File: config.mk
export PLATFORM = sky130hd
export DESIGN_NAME = alu_div_seq
export DESIGN_NICKNAME = d
export VERILOG_FILES = /design/src/rtl/alu_div_seq_pkg.sv /design/src/rtl/alu_div_seq_step.sv /design/src/rtl/alu_div_seq.sv
export SDC_FILE = /design/constraint.sdc
export NUM_CORES = 1
export LEC_CHECK = 0
export BUFFER_PORTS_ARGS = -buffer_cell sky130_fd_sc_hd__buf_4
export CAP_MARGIN = 30
export CORE_UTILIZATION = 60
export DETAILED_ROUTE_END_ITERATION = 10
export GPL_ROUTABILITY_DRIVEN = 0
export HOLD_SLACK_MARGIN = 0.08
export PLACE_DENSITY_LB_ADDON = 0.12
export SKIP_LAST_GASP = 1
export SLEW_MARGIN = 10
export SYNTH_ARGS = -nofsm -noshare
export SYNTH_HDL_FRONTEND = slang
export SYNTH_SLANG_ARGS = --single-unit
export TNS_END_PERCENT = 1
File: constraint.sdc
create_clock -name clk -period 5.3 [get_ports clk]
set_clock_uncertainty 0.15 [all_clocks]
set_input_delay 1.06 -clock clk [delete_from_list [all_inputs] [get_ports clk]]
set_output_delay 1.06 -clock clk [all_outputs]
set_load 0.1 [all_outputs]
File: src/rtl/alu_div_seq_pkg.sv
`default_nettype none
// ============================================================================
// Module      : alu_div_seq_pkg
// Description : Shared ALU op codes, widths and divider state encodings.
// Revision    : 1.0 - initial release
// ============================================================================
package alu_div_seq_pkg;

    localparam int c_dividend_w = 8;
    localparam int c_divisor_w  = 4;

    localparam logic [1:0] c_op_add = 2'b00;
    localparam logic [1:0] c_op_mul = 2'b01;
    localparam logic [1:0] c_op_mod = 2'b10;
    localparam logic [1:0] c_op_and = 2'b11;

    typedef logic [1:0] div_state_t;

    localparam div_state_t c_st_idle = 2'd0;
    localparam div_state_t c_st_calc = 2'd1;
    localparam div_state_t c_st_done = 2'd2;

endpackage
`default_nettype wire

File: src/rtl/alu_div_seq_step.sv
`default_nettype none
// ============================================================================
// Module      : alu_div_step
// Description : Combinational single-bit restoring division stage.
// Revision    : 1.0 - initial release
// ============================================================================
module alu_div_step
    import alu_div_seq_pkg::*;
#(
    parameter int DIVISOR_W = c_divisor_w
) (
    input  logic [DIVISOR_W-1:0] rem_in,
    input  logic                 bit_in,
    input  logic [DIVISOR_W-1:0] divisor,
    output logic [DIVISOR_W-1:0] rem_out,
    output logic                 q_bit
);

    logic [DIVISOR_W:0] w_trial;

    // The restored remainder always fits DIVISOR_W bits, so the subtraction
    // can be done modulo 2**DIVISOR_W on the low bits of the trial value.
    always_comb begin
        w_trial = {rem_in, bit_in};
        q_bit   = (w_trial >= {1'b0, divisor});
        rem_out = q_bit ? (w_trial[DIVISOR_W-1:0] - divisor) : w_trial[DIVISOR_W-1:0];
    end

endmodule
`default_nettype wire

File: src/rtl/alu_div_seq.sv
`default_nettype none
// ============================================================================
// Module      : alu_div_seq
// Description : Sequential restoring divider, one quotient bit per clock,
//               with start/done handshake and divide-by-zero flag.
// Revision    : 1.0 - initial release
// ============================================================================
module alu_div_seq
    import alu_div_seq_pkg::*;
#(
    parameter int DIVIDEND_W = c_dividend_w,
    parameter int DIVISOR_W  = c_divisor_w
) (
    input  logic                  clk,
    input  logic                  rst,
    input  logic                  start,
    input  logic [DIVIDEND_W-1:0] dividend,
    input  logic [DIVISOR_W-1:0]  divisor,
    output logic                  busy,
    output logic                  done,
    output logic [DIVIDEND_W-1:0] quotient,
    output logic [DIVISOR_W-1:0]  remainder,
    output logic                  div_by_zero
);

    localparam int                c_cnt_w    = (DIVIDEND_W > 1) ? $clog2(DIVIDEND_W) : 1;
    localparam logic [c_cnt_w-1:0] c_cnt_init = c_cnt_w'(DIVIDEND_W - 1);

    div_state_t            r_state;
    div_state_t            w_state_nxt;
    logic                  w_accept;
    logic [c_cnt_w-1:0]    r_cnt;
    logic [DIVIDEND_W-1:0] r_dvd;
    logic [DIVISOR_W-1:0]  r_dvs;
    logic [DIVISOR_W-1:0]  r_rem;
    logic [DIVIDEND_W-1:0] r_q;
    logic [DIVISOR_W-1:0]  w_rem_nxt;
    logic                  w_q_bit;
    logic [DIVIDEND_W-1:0] r_quotient;
    logic [DIVISOR_W-1:0]  r_remainder;
    logic                  r_div_by_zero;

    alu_div_step #(
        .DIVISOR_W (DIVISOR_W)
    ) u_step (
        .rem_in  (r_rem),
        .bit_in  (r_dvd[r_cnt]),
        .divisor (r_dvs),
        .rem_out (w_rem_nxt),
        .q_bit   (w_q_bit)
    );

    always_ff @(posedge clk or posedge rst) begin
        if (rst) begin
            r_state <= c_st_idle;
        end else begin
            r_state <= w_state_nxt;
        end
    end

    always_comb begin
        w_state_nxt = r_state;
        w_accept    = 1'b0;
        busy        = 1'b0;
        done        = 1'b0;
        case (r_state)
            c_st_idle: begin
                if (start) begin
                    w_accept    = 1'b1;
                    w_state_nxt = (divisor == '0) ? c_st_done : c_st_calc;
                end
            end
            c_st_calc: begin
                busy = 1'b1;
                if (r_cnt == '0) begin
                    w_state_nxt = c_st_done;
                end
            end
            c_st_done: begin
                done = 1'b1;
                // Back-to-back accept straight out of DONE, no idle gap.
                if (start) begin
                    w_accept    = 1'b1;
                    w_state_nxt = (divisor == '0) ? c_st_done : c_st_calc;
                end else begin
                    w_state_nxt = c_st_idle;
                end
            end
            default: w_state_nxt = c_st_idle;
        endcase
    end

    always_ff @(posedge clk or posedge rst) begin
        if (rst) begin
            r_cnt         <= '0;
            r_dvd         <= '0;
            r_dvs         <= '0;
            r_rem         <= '0;
            r_q           <= '0;
            r_quotient    <= '0;
            r_remainder   <= '0;
            r_div_by_zero <= 1'b0;
        end else if (w_accept) begin
            r_dvd         <= dividend;
            r_dvs         <= divisor;
            r_cnt         <= c_cnt_init;
            r_rem         <= '0;
            r_q           <= '0;
            r_div_by_zero <= 1'b0;
            if (divisor == '0) begin
                r_quotient    <= '1;
                r_remainder   <= '0;
                r_div_by_zero <= 1'b1;
            end
        end else if (r_state == c_st_calc) begin
            r_rem        <= w_rem_nxt;
            r_q[r_cnt]   <= w_q_bit;
            r_cnt        <= r_cnt - 1'b1;
            // Last bit: publish results directly, r_q[0] is still clear here.
            if (r_cnt == '0) begin
                r_quotient  <= r_q | DIVIDEND_W'(w_q_bit);
                r_remainder <= w_rem_nxt;
            end
        end
    end

    assign quotient    = r_quotient;
    assign remainder   = r_remainder;
    assign div_by_zero = r_div_by_zero;

endmodule
`default_nettype wire

==> results by stage <==
Floorplanning:
- The initial utilization of the core area, before any placement, comes to 64.80%.
- After floorplanning, the core was sized to cover 3128 sq um.
- The total number of placement rows is 20.
- In this run the vertical extent of the chip is 60.12 um.
- The die boundary width is 60.12 um.
- The die covers 3614 sq um.
- 30 I/O pins were placed.

Clocking:
- CTS saw 42 sinks.
- The clock latency reported for the late side of the worst-skew pair is 0.35 ns.
- The clock root buffer master is clkbuf_4.
- The clock passes through at most 2 buffers.
- The number of buffers inserted to repair setup after CTS is 0.
- After clock tree synthesis, the clock-pin slew on the worst setup and hold paths is 0.12 ns.
- The post-cts repair resize count is 0.
- The CTS tree is done.
- In this run the number of H-tree levels came out at 2.
- The number of hold buffers added after CTS is 0.
- In this run, CTS created clock tree buffers numbering 5.

Setup path:
- STA classifies the critical path endpoint as a flop.
- At the worst endpoint, the required time is 5.38 ns.
- The arrival time of data at the critical path endpoint is 3.05 ns.
- The maximum fanout along the worst path is 9.
- The worst register-to-register path has a depth of 8.
- STA classifies the critical path startpoint as a flop.
- The critical path is of the reg -> reg type.

Synth:
- The synthesized design contains 0 enable-type register cells.
- Summing the areas of all compound-gate instances in the mapped netlist gives 14.63% of the synthesized area.
- The share of the synthesized netlist area taken by xor and xnor gates is 0.4321%.
- The main flop type after synthesis is dfrtp_1.
- For this run, the register share of the synthesized area comes to 51.85%.
- The netlist area before placement is 2027 sq um.
- The synthesized-area fraction occupied by and/or/nand/nor cells is 18.58%.
- The post-synthesis mux area share is 5.679%.
- The synthesized netlist contains 44 unique library cells.
- The synthesized design contains 42 register bits.
- After synthesis, the mean cell area works out to 10.24 sq um.
- The post-synthesis net count is 220.
- The dominant combinational cell family by area after synthesis is simple AND/OR/NAND/NOR gates.
- After synthesis, the share of flip-flops with an asynchronous set or reset is 100.0%.
- After Yosys synthesis, full adders, half adders and majority gates account for 4.691% of the synthesized area.
- The cell count after synthesis is 198.
- For this run, the number of Yosys warnings is 0.

STA:
- The final cycle utilization of the critical path is 56.07%.
- The final critical path time including I/O delays and setup is 2.972 ns.
- Static timing analysis puts the maximum clock frequency at 336.5 MHz.
- For the pin with the worst max-slew slack, the measured transition is 0.8135 ns.
- Setup violations remaining at the end of the flow were counted as 0.
- The relative slew slack is 45.77%.
- The total count of max-transition violations in the final report is 0.
- The number of endpoints with negative hold slack in the final report is 0.
- The hold slack is 0.3368 ns.
- The final total negative setup slack is 0 ns.
- Setup repair after global routing left no endpoint under its margin.

Route:
- The DRC violation total after the first TritonRoute iteration is 116.
- After detailed routing, the number of remaining DRC violations is 0.
- The first detailed-routing pass took 4 iterations.
- Dividing the detail-routed wire length by the instance count gives 15.62 um.
- The post-detailed-route via-to-cell ratio is 5.996.
- Summing over every cut layer, the via total after detailed routing is 1,637.
- After detailed routing, the total wire length is 4.264 mm.
- The remaining antenna violation count is 0.

Global route:
- The number of global-route vias before repair is 1,557.
- The global-route wire length before repair is 7.031 mm.
- The total routing resource utilization after global routing is 26.43%.
- The maximum number of pins on one net before global-route repair is 43.
- The total overflow left after global routing is 0.
- The initial antenna violation count was 0.

Min path:
- The type of the worst min-delay path is reg -> reg.
- The number of instances on the worst hold path is 2.

Finish:
- The area added between synthesis and finish is 16.17%.
- The share of cells above drive strength 1 is 20.96%.
- Leaving out fill and tap cells, the most frequent cells in the layout are nand2_1 (45), dfrtp_1 (42), buf_4 (31).
- Summing all multi-input logic gate instances after layout gives 892.1 sq um.
- Leaving out filler cells and counting taps, the final layout contains 273.
- In the final layout, flip-flops and latches occupy 1051 sq um.
- The repair_antennas step left the layout with diodes totalling 0.
- The filler cells instantiated in the layout total 229.
- The post-layout net count is 250.
- Leaving out fill and tap cells, the most frequent cell in the layout is nand2_1.

Place:
- After legalization and detailed placement, the total HPWL measured 3.036 mm.
- Buffers placed on the I/O ports in this run total 29.
- The post-placement cell count is 265.

Job:
- Max-cap violations in this run came to 0.

Status:
- The run finished with clean final reports.
## kinds of logic (layout without fill, tap and decap cells)
group | count (synthesis) | after routing
AO/OA/AOI/OAI | 40 | 40
multiplexers | 8 | 8
XOR/XNOR | 1 | 1
flip-flops | 42 | 42
adder cells (fa/ha/maj) | 7 | 7
buffers and inverters | 20 | 51
AND/OR/NAND/NOR | 80 | 80
## synth_stat cells (2+ instances only)
| cell | instances | area [sq um] |
|---|---|---|
| nor2_1 | 10 | 37.54 |
| mux2_2 | 2 | 22.52 |
| nand2_1 | 45 | 168.9 |
| o311ai_0 | 2 | 17.52 |
| nand3_1 | 7 | 35.03 |
| mux4_1 | 2 | 52.55 |
| clkbuf_1 | 6 | 22.52 |
| a32oi_1 | 2 | 17.52 |
| o21ai_2 | 2 | 17.52 |
| o41ai_1 | 2 | 17.52 |
| nor2b_1 | 4 | 25.02 |
| o21ai_0 | 8 | 40.04 |
| nand2b_1 | 3 | 18.77 |
| o21a_1 | 2 | 15.01 |
| a32o_1 | 2 | 20.02 |
| mux2i_1 | 4 | 40.04 |
| dfrtp_1 | 42 | 1051 |
| a21oi_1 | 3 | 15.01 |
| ha_1 | 6 | 75.07 |
| inv_1 | 10 | 37.54 |
| o22a_1 | 6 | 52.55 |
| o31ai_1 | 4 | 30.03 |
| nand4_1 | 2 | 12.51 |
| inv_2 | 2 | 7.510 |
## cell type report
type / count / share of cell area, %
tap: 44 / 2.338
clock buffer: 6 / 1.753
clock inverter: 2 / 1.594
multi-input combinational: 136 / 37.89
timing repair buffer: 31 / 9.883
sequential: 42 / 44.63
inverter: 12 / 1.913
## sequential cells by signal, indices dropped and copies added, names as in the netlist
name	count
div_by_zero	1
quotient	8
r_cnt	3
r_dvd	8
r_dvs	4
r_q	8
r_rem	4
r_state	2
remainder	4
## worst paths after layout
check / startpoint / end / slack [ns]
worst max-delay path: r_cnt[1]$_DFFE_PP0P_ / r_q[1]$_DFFE_PP0P_ / 2.33
worst min-delay path: r_dvd[7]$_DFFE_PP0P_ / r_dvd[7]$_DFFE_PP0P_ / 0.34
worst max register to register: r_cnt[1]$_DFFE_PP0P_ / r_q[1]$_DFFE_PP0P_ / 2.33
worst min register to register: r_dvd[7]$_DFFE_PP0P_ / r_dvd[7]$_DFFE_PP0P_ / 0.34
max in group asynchronous: rst / r_dvd[6]$_DFFE_PP0P_ / 3.96
min in group asynchronous: rst / quotient[5]$_DFFE_PP0P_ / 0.68
## per-layer routing
layer | vias up | global-route usage [%] | share of wire (%)
met4 | 0 | 11.30 | 2.0
met1 | 790 | 34.33 | 41
li1 | 760 | - | -
met3 | 12 | 5.628 | 6.4
met2 | 75 | 42.54 | 51
met5 | - | 0 | 0
## per-stage QoR
step	utilization, %	area [sq um]	worst slack, ns
2_1_floorplan	-	2027	2.343
3_3_place_gp	72.52	2268	2.496
3_5_place_dp	72.76	2276	2.390
4_1_cts	75.28	2355	2.362
5_1_grt	75.28	2355	2.182
6_report	75.28	2355	2.328
## critical path, cell delays in order, from the launching register on
cell and delay, ns:
dfrtp_1 0.53, mux4_1 0.58, mux2_2 0.28, inv_2 0.07, ha_1 0.16, nor2b_1 0.09, o21ai_2 0.31, nand2_1 0.28
o41ai_1 0.41
Power is not shown: default switching activity piles up to over one toggle a cycle in this logic, so the estimate is an artifact.
